<file path="src/rtl/s3g_cmd_ctrl_pkg.sv">
// s3g_cmd_ctrl_pkg: response codes, state encodings and the s3g crc8 shared by the command sequencer.
package s3g_cmd_ctrl_pkg;
  localparam logic [7:0] RC_OK      = 8'h81;
  localparam logic [7:0] RC_CRC     = 8'h83;
  localparam logic [7:0] RC_UNSUP   = 8'h85;
  localparam logic [7:0] RC_OVERRUN = 8'h88;
  localparam logic [7:0] START_BYTE = 8'hD5;
  typedef enum logic [2:0] {S_IDLE, S_DECODE, S_RD, S_WAIT, S_PUSH, S_TX} state_t;
  typedef enum logic [1:0] {T_IDLE, T_TX, T_TXW1, T_TXW} tx_state_t;
  // Dallas/iButton crc8 (reflected poly 0x8C), as used by s3g framing
  function automatic logic [7:0] nextCRC8_D8(input logic [7:0] data, input logic [7:0] crc);
    logic [7:0] c;
    c = crc ^ data;
    for (int i = 0; i < 8; i++) c = c[0] ? (c >> 1) ^ 8'h8C : c >> 1;
    return c;
  endfunction
endpackage

</file>
<file path="src/rtl/s3g_cmd_ctrl_if.sv">
// s3g_cmd_ctrl_if: receiver, stream, uart-tx and statistics signals of the command sequencer.
interface s3g_cmd_ctrl_if #(parameter int CNT_W = 16);
  logic             packet_done, packet_error, buffer_valid;
  logic [7:0]       payload_len, cmd_code, buffer_addr, buffer_data;
  logic [7:0]       out_data;
  logic             out_valid, out_ready, out_last, out_abort;
  logic [7:0]       tx_data;
  logic             tx_start, tx_busy, busy;
  logic [CNT_W-1:0] pkt_cnt, err_cnt;
  modport slave (
    input  packet_done, packet_error, buffer_valid, payload_len, cmd_code, buffer_data, out_ready, tx_busy,
    output buffer_addr, out_data, out_valid, out_last, out_abort, tx_data, tx_start, busy, pkt_cnt, err_cnt
  );
  modport master (
    output packet_done, packet_error, buffer_valid, payload_len, cmd_code, buffer_data, out_ready, tx_busy,
    input  buffer_addr, out_data, out_valid, out_last, out_abort, tx_data, tx_start, busy, pkt_cnt, err_cnt
  );
endinterface

</file>
<file path="src/rtl/s3g_resp_tx.sv">
// s3g_resp_tx: serializes the 4-byte s3g response (D5, 01, rc, crc8) onto the uart tx byte port.
module s3g_resp_tx
  import s3g_cmd_ctrl_pkg::*;
(
  input  logic       clk,
  input  logic       rst,
  input  logic [7:0] i_rc,
  input  logic       i_start,
  output logic       o_done,
  output logic [7:0] o_tx_data,
  output logic       o_tx_start,
  input  logic       i_tx_busy
);
  tx_state_t  r_state;
  logic [1:0] r_idx;
  logic [7:0] r_rc, r_tx_data, w_byte;
  logic       r_tx_start, r_done;
  assign w_byte = r_idx == 2'd0 ? START_BYTE : r_idx == 2'd1 ? 8'h01 : r_idx == 2'd2 ? r_rc : nextCRC8_D8(r_rc, 8'h00);
  assign o_done = r_done;
  assign o_tx_data = r_tx_data;
  assign o_tx_start = r_tx_start;
  // T_TXW1 skips the cycle before the transmitter raises tx_busy
  always_ff @(posedge clk or negedge rst) begin
    if (!rst) begin
      r_state <= T_IDLE;
      r_idx <= 2'd0;
      r_rc <= 8'h00;
      r_tx_data <= 8'h00;
      r_tx_start <= 1'b0;
      r_done <= 1'b0;
    end else begin
      r_tx_start <= 1'b0;
      r_done <= 1'b0;
      case (r_state)
        T_IDLE: if (i_start) begin
          r_rc <= i_rc;
          r_idx <= 2'd0;
          r_state <= T_TX;
        end
        T_TX: if (!i_tx_busy) begin
          r_tx_data <= w_byte;
          r_tx_start <= 1'b1;
          r_state <= T_TXW1;
        end
        T_TXW1: r_state <= T_TXW;
        T_TXW: if (!i_tx_busy) begin
          r_idx <= r_idx + 2'd1;
          r_done <= r_idx == 2'd3;
          r_state <= r_idx == 2'd3 ? T_IDLE : T_TX;
        end
        default: r_state <= T_IDLE;
      endcase
    end
  end
endmodule

</file>
<file path="src/rtl/s3g_cmd_ctrl.sv">
// s3g_cmd_ctrl: decodes completed s3g packets, streams STREAM_CMD payloads from the receiver buffer
// and answers every accepted packet or CRC error with a response packet.
module s3g_cmd_ctrl
  import s3g_cmd_ctrl_pkg::*;
#(
  parameter logic [7:0] STREAM_CMD = 8'h90,
  parameter logic [7:0] NOP_CMD    = 8'h00,
  parameter int         CNT_W      = 16
) (
  input logic            clk,
  input logic            rst,
  s3g_cmd_ctrl_if.slave  bus
);
  state_t           r_state;
  logic [7:0]       r_cmd, r_len, r_rc, r_addr, r_out_data;
  logic             r_out_valid, r_out_last, r_out_abort, r_start;
  logic [CNT_W-1:0] r_pkt_cnt, r_err_cnt;
  logic             w_hs, w_abort, w_done, w_tx_start;
  logic [7:0]       w_tx_data;
  assign w_hs = r_out_valid && bus.out_ready;
  // a byte accepted in the same cycle buffer_valid falls still counts; the abort hits the next byte
  assign w_abort = !bus.buffer_valid && (r_state inside {S_RD, S_WAIT, S_PUSH}) && !w_hs;
  assign bus.buffer_addr = r_addr;
  assign bus.out_data = r_out_data;
  assign bus.out_valid = r_out_valid;
  assign bus.out_last = r_out_last;
  assign bus.out_abort = r_out_abort;
  assign bus.tx_data = w_tx_data;
  assign bus.tx_start = w_tx_start;
  assign bus.busy = r_state != S_IDLE;
  assign bus.pkt_cnt = r_pkt_cnt;
  assign bus.err_cnt = r_err_cnt;
  always_ff @(posedge clk or negedge rst) begin
    if (!rst) begin
      r_state <= S_IDLE;
      r_cmd <= 8'h00;
      r_len <= 8'h00;
      r_rc <= 8'h00;
      r_addr <= 8'h00;
      r_out_data <= 8'h00;
      r_out_valid <= 1'b0;
      r_out_last <= 1'b0;
      r_out_abort <= 1'b0;
      r_start <= 1'b0;
      r_pkt_cnt <= '0;
      r_err_cnt <= '0;
    end else begin
      r_start <= 1'b0;
      r_out_abort <= 1'b0;
      if (r_state != S_IDLE && (bus.packet_done || bus.packet_error)) r_err_cnt <= r_err_cnt + CNT_W'(1);
      if (w_abort) begin
        r_out_valid <= 1'b0;
        r_out_abort <= 1'b1;
        r_rc <= RC_OVERRUN;
        r_start <= 1'b1;
        r_state <= S_TX;
      end else begin
        case (r_state)
          S_IDLE: if (bus.packet_done) begin
            r_cmd <= bus.cmd_code;
            r_len <= bus.payload_len;
            r_pkt_cnt <= r_pkt_cnt + CNT_W'(1);
            r_state <= S_DECODE;
          end else if (bus.packet_error) begin
            r_rc <= RC_CRC;
            r_err_cnt <= r_err_cnt + CNT_W'(1);
            r_start <= 1'b1;
            r_state <= S_TX;
          end
          S_DECODE: if (r_cmd == STREAM_CMD && r_len >= 8'd2) begin
            r_addr <= 8'd1;
            r_state <= S_RD;
          end else begin
            r_rc <= (r_len != 8'd0 && (r_cmd == NOP_CMD || r_cmd == STREAM_CMD)) ? RC_OK : RC_UNSUP;
            r_start <= 1'b1;
            r_state <= S_TX;
          end
          S_RD: r_state <= S_WAIT;
          S_WAIT: begin
            r_out_data <= bus.buffer_data;
            r_out_last <= r_addr == r_len - 8'd1;
            r_out_valid <= 1'b1;
            r_state <= S_PUSH;
          end
          S_PUSH: if (w_hs) begin
            r_out_valid <= 1'b0;
            if (r_out_last) begin
              r_rc <= RC_OK;
              r_start <= 1'b1;
              r_state <= S_TX;
            end else begin
              r_addr <= r_addr + 8'd1;
              r_state <= S_RD;
            end
          end
          S_TX: if (w_done) r_state <= S_IDLE;
          default: r_state <= S_IDLE;
        endcase
      end
    end
  end
  s3g_resp_tx u_resp_tx (
    .clk       (clk),
    .rst       (rst),
    .i_rc      (r_rc),
    .i_start   (r_start),
    .o_done    (w_done),
    .o_tx_data (w_tx_data),
    .o_tx_start(w_tx_start),
    .i_tx_busy (bus.tx_busy)
  );
endmodule

</file>
<file path="src/flat_wrapper.sv">
// flat-port wrapper written by rule: the top's interface ports become plain ports
module s3g_cmd_ctrl_flat import s3g_cmd_ctrl_pkg::*;
#(
  parameter logic [7:0] STREAM_CMD = 8'h90,
  parameter logic [7:0] NOP_CMD    = 8'h00,
  parameter int         CNT_W      = 16
)
  (clk, rst, bus_packet_done, bus_packet_error, bus_buffer_valid, bus_payload_len, bus_cmd_code, bus_buffer_data, bus_out_ready, bus_tx_busy, bus_buffer_addr, bus_out_data, bus_out_valid, bus_out_last, bus_out_abort, bus_tx_data, bus_tx_start, bus_busy, bus_pkt_cnt, bus_err_cnt);
  s3g_cmd_ctrl_if #(.CNT_W(CNT_W)) bus_i ();
  input logic clk;
  input logic rst;
  input wire logic [$bits(bus_i.packet_done)-1:0] bus_packet_done;
  input wire logic [$bits(bus_i.packet_error)-1:0] bus_packet_error;
  input wire logic [$bits(bus_i.buffer_valid)-1:0] bus_buffer_valid;
  input wire logic [$bits(bus_i.payload_len)-1:0] bus_payload_len;
  input wire logic [$bits(bus_i.cmd_code)-1:0] bus_cmd_code;
  input wire logic [$bits(bus_i.buffer_data)-1:0] bus_buffer_data;
  input wire logic [$bits(bus_i.out_ready)-1:0] bus_out_ready;
  input wire logic [$bits(bus_i.tx_busy)-1:0] bus_tx_busy;
  output wire logic [$bits(bus_i.buffer_addr)-1:0] bus_buffer_addr;
  output wire logic [$bits(bus_i.out_data)-1:0] bus_out_data;
  output wire logic [$bits(bus_i.out_valid)-1:0] bus_out_valid;
  output wire logic [$bits(bus_i.out_last)-1:0] bus_out_last;
  output wire logic [$bits(bus_i.out_abort)-1:0] bus_out_abort;
  output wire logic [$bits(bus_i.tx_data)-1:0] bus_tx_data;
  output wire logic [$bits(bus_i.tx_start)-1:0] bus_tx_start;
  output wire logic [$bits(bus_i.busy)-1:0] bus_busy;
  output wire logic [$bits(bus_i.pkt_cnt)-1:0] bus_pkt_cnt;
  output wire logic [$bits(bus_i.err_cnt)-1:0] bus_err_cnt;
  assign bus_i.packet_done = bus_packet_done;
  assign bus_i.packet_error = bus_packet_error;
  assign bus_i.buffer_valid = bus_buffer_valid;
  assign bus_i.payload_len = bus_payload_len;
  assign bus_i.cmd_code = bus_cmd_code;
  assign bus_i.buffer_data = bus_buffer_data;
  assign bus_i.out_ready = bus_out_ready;
  assign bus_i.tx_busy = bus_tx_busy;
  assign bus_buffer_addr = bus_i.buffer_addr;
  assign bus_out_data = bus_i.out_data;
  assign bus_out_valid = bus_i.out_valid;
  assign bus_out_last = bus_i.out_last;
  assign bus_out_abort = bus_i.out_abort;
  assign bus_tx_data = bus_i.tx_data;
  assign bus_tx_start = bus_i.tx_start;
  assign bus_busy = bus_i.busy;
  assign bus_pkt_cnt = bus_i.pkt_cnt;
  assign bus_err_cnt = bus_i.err_cnt;
  s3g_cmd_ctrl #(.STREAM_CMD(STREAM_CMD), .NOP_CMD(NOP_CMD), .CNT_W(CNT_W)) u_core (.clk(clk), .rst(rst), .bus(bus_i));
endmodule
</file>
<file path="config.mk">
export PLATFORM = sky130hd
export DESIGN_NAME = s3g_cmd_ctrl_flat
export DESIGN_NICKNAME = d
export VERILOG_FILES = /design/src/rtl/s3g_cmd_ctrl_pkg.sv /design/src/rtl/s3g_cmd_ctrl_if.sv /design/src/rtl/s3g_resp_tx.sv /design/src/rtl/s3g_cmd_ctrl.sv /design/src/flat_wrapper.sv
export SDC_FILE = /design/constraint.sdc
export NUM_CORES = 1
export LEC_CHECK = 0
export BUFFER_PORTS_ARGS = -buffer_cell sky130_fd_sc_hd__buf_2
export CORE_ASPECT_RATIO = 2
export CORE_UTILIZATION = 46
export DETAILED_ROUTE_END_ITERATION = 7
export GPL_TIMING_DRIVEN = 0
export PLACE_DENSITY = 0.69
export REMOVE_ABC_BUFFERS = 1
export SLEW_MARGIN = 5
export SYNTH_ARGS = -nofsm -noshare
export SYNTH_HDL_FRONTEND = slang
export SYNTH_SLANG_ARGS = --single-unit
</file>
<file path="constraint.sdc">
create_clock -name clk -period 3.8 [get_ports clk]
set_clock_uncertainty 0.15 [all_clocks]
set_input_delay 0.57 -clock clk [delete_from_list [all_inputs] [get_ports clk]]
set_output_delay 0.57 -clock clk [all_outputs]
set_load 0.01 [all_outputs]
</file>
; Yosys cells after proc, flatten, opt, wreduce, memory -nomap -nowiden
; Index checks and enable logic that the tools add are counted.
[word_totals]
reg_bits = 101
output_inout_bits = 61
wordCells = 150
[op_classes]
order_cmp = 1
n_reduce_logical = 31
add_sub_neg = 5
mux = 59
bitwise_logic = 10
n_eq_ne = 26
[op_table]
columns = cell, n
row1 = $mux 8, 20
row2 = $mux 16, 5
row3 = $add 16x1->16 const B, 2
row4 = $mux 3, 8
row5 = $not 2->3, 8
row6 = $pmux 8 s3, 1
row7 = $pmux 3 s6, 1
row8 = $pmux 8 s2, 1
row9 = $mux 1, 14
row10 = $ne 3x2->1 const B, 4
row11 = $reduce_and 3->1, 4
row12 = $mux 2, 5
row13 = $reduce_bool 3->1, 3
row14 = $add 8x1->8 const B, 1
row15 = $eq 2x2->1 const B, 4
row16 = $eq 8x8->1, 1
row17 = $eq 8x8->1 const B, 1
row18 = $ge 8x2->1 const B, 1
row19 = $logic_not 8->1, 1
row20 = $pmux 2 s4, 1
row21 = $reduce_and 2->1, 4
row22 = $reduce_bool 8->1, 1
row23 = $sub 8x1->8 const B, 1
row24 = $eq 3x2->1 const B, 2
row25 = other kinds (21), 38

; Logic depth before layout (Yosys ltp)
[depth]
ltp_word = 19
depth_mapped = 7

; By module
; From an unflattened synthesis, not the netlist that was laid out.
[unflattened]
cells_unflattened = 449
hier_area_um2 = 4911.0
[modules_own_cells]
columns = module, n_inst, cells_each, seq_area_each_um2, area_per_inst_um2
row1 = s3g_cmd_ctrl, 1, 330, 1901.8, 3644.7
row2 = s3g_resp_tx, 1, 119, 550.5, 1266.2

; Worst setup path before layout
; OpenSTA, ideal clock, no wires.
[synth_path]
path_kind = register -> register
from = reg u_core.r_cmd[1]
to = reg u_core.r_rc[7]
path_slack_ps = 1538
period_less_slack_ps = 2262
stages_incl_launch_ff = 6
t_required_ps = 3519
n_path_buf = 0
arrival_time_ps = 1980
cell_sequence = dfrtp_1 -> or4_1 -> or4_4 -> o21ai_4 -> nand3_4 -> or3_1
[synth_between]
elab_chain_len = 4
[synth_lines]
columns = element, line_no
row1 = "start, declared", s3g_cmd_ctrl.sv:15  ; logic [7:0] r_cmd, r_len, r_rc, r_addr, r_out_data;
row2 = "start signal, assigned", s3g_cmd_ctrl.sv:60  ; r_cmd <= bus.cmd_code;
row3 = $eq 8x8->1, s3g_cmd_ctrl.sv:70  ; S_DECODE: if (r_cmd == STREAM_CMD && r_len >= 8'd2) begin
row4 = $logic_and 1x1->1, s3g_cmd_ctrl.sv:70
row5 = $ne 3x2->1 (no line), n/a
row6 = $reduce_and 6->1 (no line), n/a
row7 = "end signal, assigned", s3g_cmd_ctrl.sv:74  ; r_rc <= (r_len != 8'd0 && (r_cmd == NOP_CMD || r_cmd == STREAM_CMD)) ? RC_OK : RC_UNSUP;
row8 = "end, declared", s3g_cmd_ctrl.sv:15
; Every way passes these cells.
; A chain may end at the register's enable or synchronous reset.

; Worst setup path in the final report
[layout_path]
from = reg u_core.r_state[2]
to = reg u_core.r_pkt_cnt[15] (netlist: u_core.bus.pkt_cnt[15])
[layout_between]
elab_chain_len = 6
word_cells_on_any_way = 9
[layout_lines]
columns = element, line_no
row1 = "start, declared", s3g_cmd_ctrl.sv:14  ; state_t r_state;
row2 = "start signal, assigned", s3g_cmd_ctrl.sv:35  ; r_state <= S_IDLE;
row3 = "start signal, assigned", s3g_cmd_ctrl.sv:56  ; r_state <= S_TX;
row4 = "start signal, assigned", s3g_cmd_ctrl.sv:63  ; r_state <= S_DECODE;
row5 = $eq 3x2->1 or $eq 3x3->1 (tied branches), s3g_cmd_ctrl.sv:22  ; assign w_abort = !bus.buffer_valid && (r_state inside {S_RD, S_WAIT, S_PUSH}) && !w_hs;
row6 = $reduce_bool 3->1, s3g_cmd_ctrl.sv:22
row7 = $logic_and 1x1->1 (2 in series), s3g_cmd_ctrl.sv:22
row8 = $not 1->1 (no line), n/a
row9 = $reduce_and 3->1 (no line) (*), n/a
row10 = "end signal, assigned", s3g_cmd_ctrl.sv:62  ; r_pkt_cnt <= r_pkt_cnt + CNT_W'(1);
row11 = "end, declared", s3g_cmd_ctrl.sv:17  ; logic [CNT_W-1:0] r_pkt_cnt, r_err_cnt;
; Every way passes the cells marked *; elsewhere a longest branch is shown, timed or not.

==> results summary <==
The floorplan die height came out at 144 um. The final estimated routing congestion in global placement came out at roughly 0.84. The number of buffers on the longest clock path came out at 2.

The synthesized instance count is 430. After synthesis, the largest family of logic cells by area is simple AND/OR/NAND/NOR gates. The pin count of the biggest net entering global routing is 60. The Yosys warning count came out at 0. Of the cells placed in the final design, the portion with a size suffix greater than 1 is 0.273. The I/O pin total came out at between 90 and 100. The clock-pin slew of the registers on the worst-case setup and hold paths is approximately 70 ps. The min-delay analysis places its worst path in the category input pin to asynchronous set/reset pin.

The max-slew headroom at the worst pin is 0.399. The area of the core came out at around 9800 um2. The worst setup path is captured at a flip-flop. The number of enable flip-flop cells after synthesis came out at 0.

The highest fanout seen on the critical path came out at 14. The portion of total power attributed to sequential cells is 0.432. The die area is between 10000 and 15000 um2. The final-report max-slew violation count came to 0. The initial antenna violation count is 0. The leakage power came out at between 0.002 and 0.003 uW.

The worst path setup slack after routing came out at ~1300 ps. STA classifies the critical path startpoint as a flip-flop. The total power density per cell area came out at 670 nW/um2. By startpoint and endpoint, the worst setup path is classified as flip-flop to flip-flop. The area growth from synthesis to layout is 19.7%. The share of async-settable or async-resettable flops after synthesis came out at 1.00. The setup TNS came out at 0 ps.

Of the total power, the share spent switching nets is 0.364. The root cell of the clock tree is clkbuf_16. The number of antenna-violating nets in the routed design is 0. The mean instance size in the synthesized netlist is between 10 and 15 um2.

The final count of negative-setup-slack endpoints is 0. The share of the synthesized netlist area taken by xor and xnor gates came out at 0.0904. Derived from the worst setup path, the maximum achievable clock frequency is around 0.40 GHz. The number of buffer cells added on primary ports is around 90. The H-tree was split into 3 levels. The mux share of post-synthesis cell area is 0.0791.

The slew at the pin closest to its max-slew limit came out at 898 ps. The via count of the first global-routing pass came to 3665. The number of DRC markers in iteration 0 came out at ~160. The overall via count from detail_route is roughly 3500. The relative contribution of combinational cells to total power is 0.329. At the worst endpoint, the arrival time is about 2600 ps. The wire length per cell is 14.9 um. The synthesized-area fraction occupied by ao, oa, aoi and oai cells is 0.0896. The via density per instance is 5.35. The worst slack at placement came out at 789 ps. Gates resized during post-CTS repair numbered 0.

The HPWL after detailed placement came out at 7.45 mm. Setup repair after global routing left no endpoint under its margin. The count of antenna diodes in the layout is 0. The final hold violation count was 0. The most used flip-flop cell after synthesis is dfrtp_1. The number of clock sinks is 95. The number of detailed-route iterations in the first pass is 4. The first-pass GRT wire length is approximately 17 mm. The net switching component of the power is 1350 uW.

The clock network latency to the later pin of the worst-skew pair is 350 ps. The number of buffers created by CTS is 9. The overall overflow remaining after global route came out at 0. The library cell used most frequently in the layout, excluding fill and tap cells, is dfrtp_1. After detailed routing, the total wire length is 9.84 mm. Of the total synthesized cell area, the portion taken by full adders, half adders and majority gates is 0.0350. The run finished with clean final reports. The initial utilization of the core area, before any placement, comes to 0.476. The horizontal extent of the die is around 73 um. In the global route stage, overall resource usage came out at 0.208. Buffers inserted to repair hold after CTS numbered 0. The site row count came out at just over 50.

The worst voltage drop across the vdd grid came out at ~0.00037 V. The number of setup buffers added after CTS is 0. The share of the yosys chip area belonging to registers came out at 0.511. The share of total power in the clock network is 0.239. The final worst-path cycle share is 0.663.

Across the run, the number of max-cap violations was 0. The netlist area before placement came out at between 4000 and 5000 um2. The final net count came out at 567. The count of unique library cells instantiated by Yosys came out at 50. STA puts the critical path data required time at around 3900 ps. The number of DRC violations after detailed routing came out at 0. Leaving out fill and tap cells, the most frequent cells in the layout are dfrtp_1 (95), buf_2 (90), nand2_1 (43), xnor2_1 (34), mux2_2 (30). Of the total synthesized cell area, the portion taken by AND, OR, NAND and NOR gates is 0.174. After layout, the minimum clock period comes to around 2500 ps. The design internal power is approximately 2400 uW. The TritonCTS clock tree is yes. In this run, synthesis produced a sequential element count of 95.
critical path, stage by stage (launching register included):
cell and delay, ps:
dfrtp_1 540, nor4b_4 880, and3_1 340, and2_1 230
nand4_1 130, xnor2_1 140
routing by layer:
metal / vias up / wire length (um) / GRT usage / share of wire
met1: 1729 / 3680 / 0.211 / 0.37
li1: 1701 / - / - / -
met3: 20 / 401 / 0.0502 / 0.041
met2: 82 / 5470 / 0.382 / 0.56
met4: 0 / 280 / 0.106 / 0.028
met5: - / 0 / 0 / 0
per-stage QoR:
step / total power, uW / std cells / utilization / hold slack (ps) / instance area (um2)
finish: 3720 / 660 / 0.570 / 140 / 5560
floorplan: 2450 / 419 / - / 124 / 4610
global route: 3980 / 660 / 0.570 / 224 / 5560
global placement: 2800 / 642 / 0.535 / 301 / 5230
detailed placement: 2870 / 644 / 0.539 / 303 / 5270
CTS: 3760 / 660 / 0.569 / 174 / 5560
Yosys cell counts (6+ instances only):
cell type / count / area share
dfrtp_1: 95 / 0.51
nand2_1: 43 / 0.035
xnor2_1: 34 / 0.064
mux2_2: 30 / 0.073
nor2_1: 23 / 0.019
o21ai_0: 18 / 0.019
a21oi_1: 17 / 0.018
nand3_1: 16 / 0.017
inv_1: 14 / 0.011
xor2_1: 14 / 0.026
ha_1: 13 / 0.035
clkbuf_1: 10 / 0.0081
and3_1: 9 / 0.012
nand4_1: 9 / 0.012
nor3_1: 8 / 0.0086
nand2b_1: 6 / 0.0081
sequential cells by signal, indices dropped and copies added, names as in the netlist:
signal	count
u_core.r_cmd	8
u_core.u_resp_tx.o_tx_start	1
u_core.bus.out_last	1
u_core.r_rc	5
u_core.bus.pkt_cnt	16
u_core.bus.out_data	8
u_core.u_resp_tx.r_rc	5
u_core.bus.out_abort	1
u_core.r_len	8
u_core.u_resp_tx.o_tx_data	8
u_core.u_resp_tx.o_done	1
u_core.u_resp_tx.r_idx	2
u_core.bus.err_cnt	16
u_core.u_resp_tx.r_state	2
u_core.bus.out_valid	1
u_core.bus.buffer_addr	8
u_core.r_start	1
u_core.r_state	3
logic make-up after synthesis:
group                      count (synthesis)
and+or+nand+nor                          150
DFF                                       95
AOI/OAI and AO/OA                         66
xor gates and xnor gates                  48
muxes                                     33
buffers and inverters                     25
adders and majority gates                 13
power groups by stage:
stage	Sequential, uW	Clock, uW	Combinational [uW]
final	1610	889	1230
after global routing	1660	938	1380
after CTS	1610	904	1240
after detailed placement	1630	0	1240
after global placement	1610	0	1190
after floorplan	1610	0	843
cell type report:
cell class | instances | area, um2
timing repair buffer | 93 | 493
clock buffer | 12 | 256
inverter | 14 | 52.6
fill | 870 | 4200
tap | 132 | 165
clock inverter | 4 | 36.3
multi-input combinational | 310 | 2180
sequential | 95 | 2380
final timing paths:
check,startpoint,to,slack (ps),cells after the start
worst max-delay path,u_core.r_state[2]$_DFFE_PN0P_,u_core.bus.pkt_cnt[15]$_DFFE_PN0P_,1280,5
worst min-delay path,rst,u_core.bus.buffer_addr[4]$_DFFE_PN0P_,140,1
worst max register to register,u_core.r_state[2]$_DFFE_PN0P_,u_core.bus.pkt_cnt[15]$_DFFE_PN0P_,1280,5
worst min register to register,u_core.r_rc[7]$_DFFE_PN0P_,u_core.r_rc[7]$_DFFE_PN0P_,310,1
max in group asynchronous,rst,u_core.u_resp_tx.o_tx_data[7]$_DFFE_PN0P_,2680,2
min in group clk,bus_payload_len[1],u_core.r_len[1]$_DFFE_PN0P_,290,3
Power figures use the tool's default switching activity.
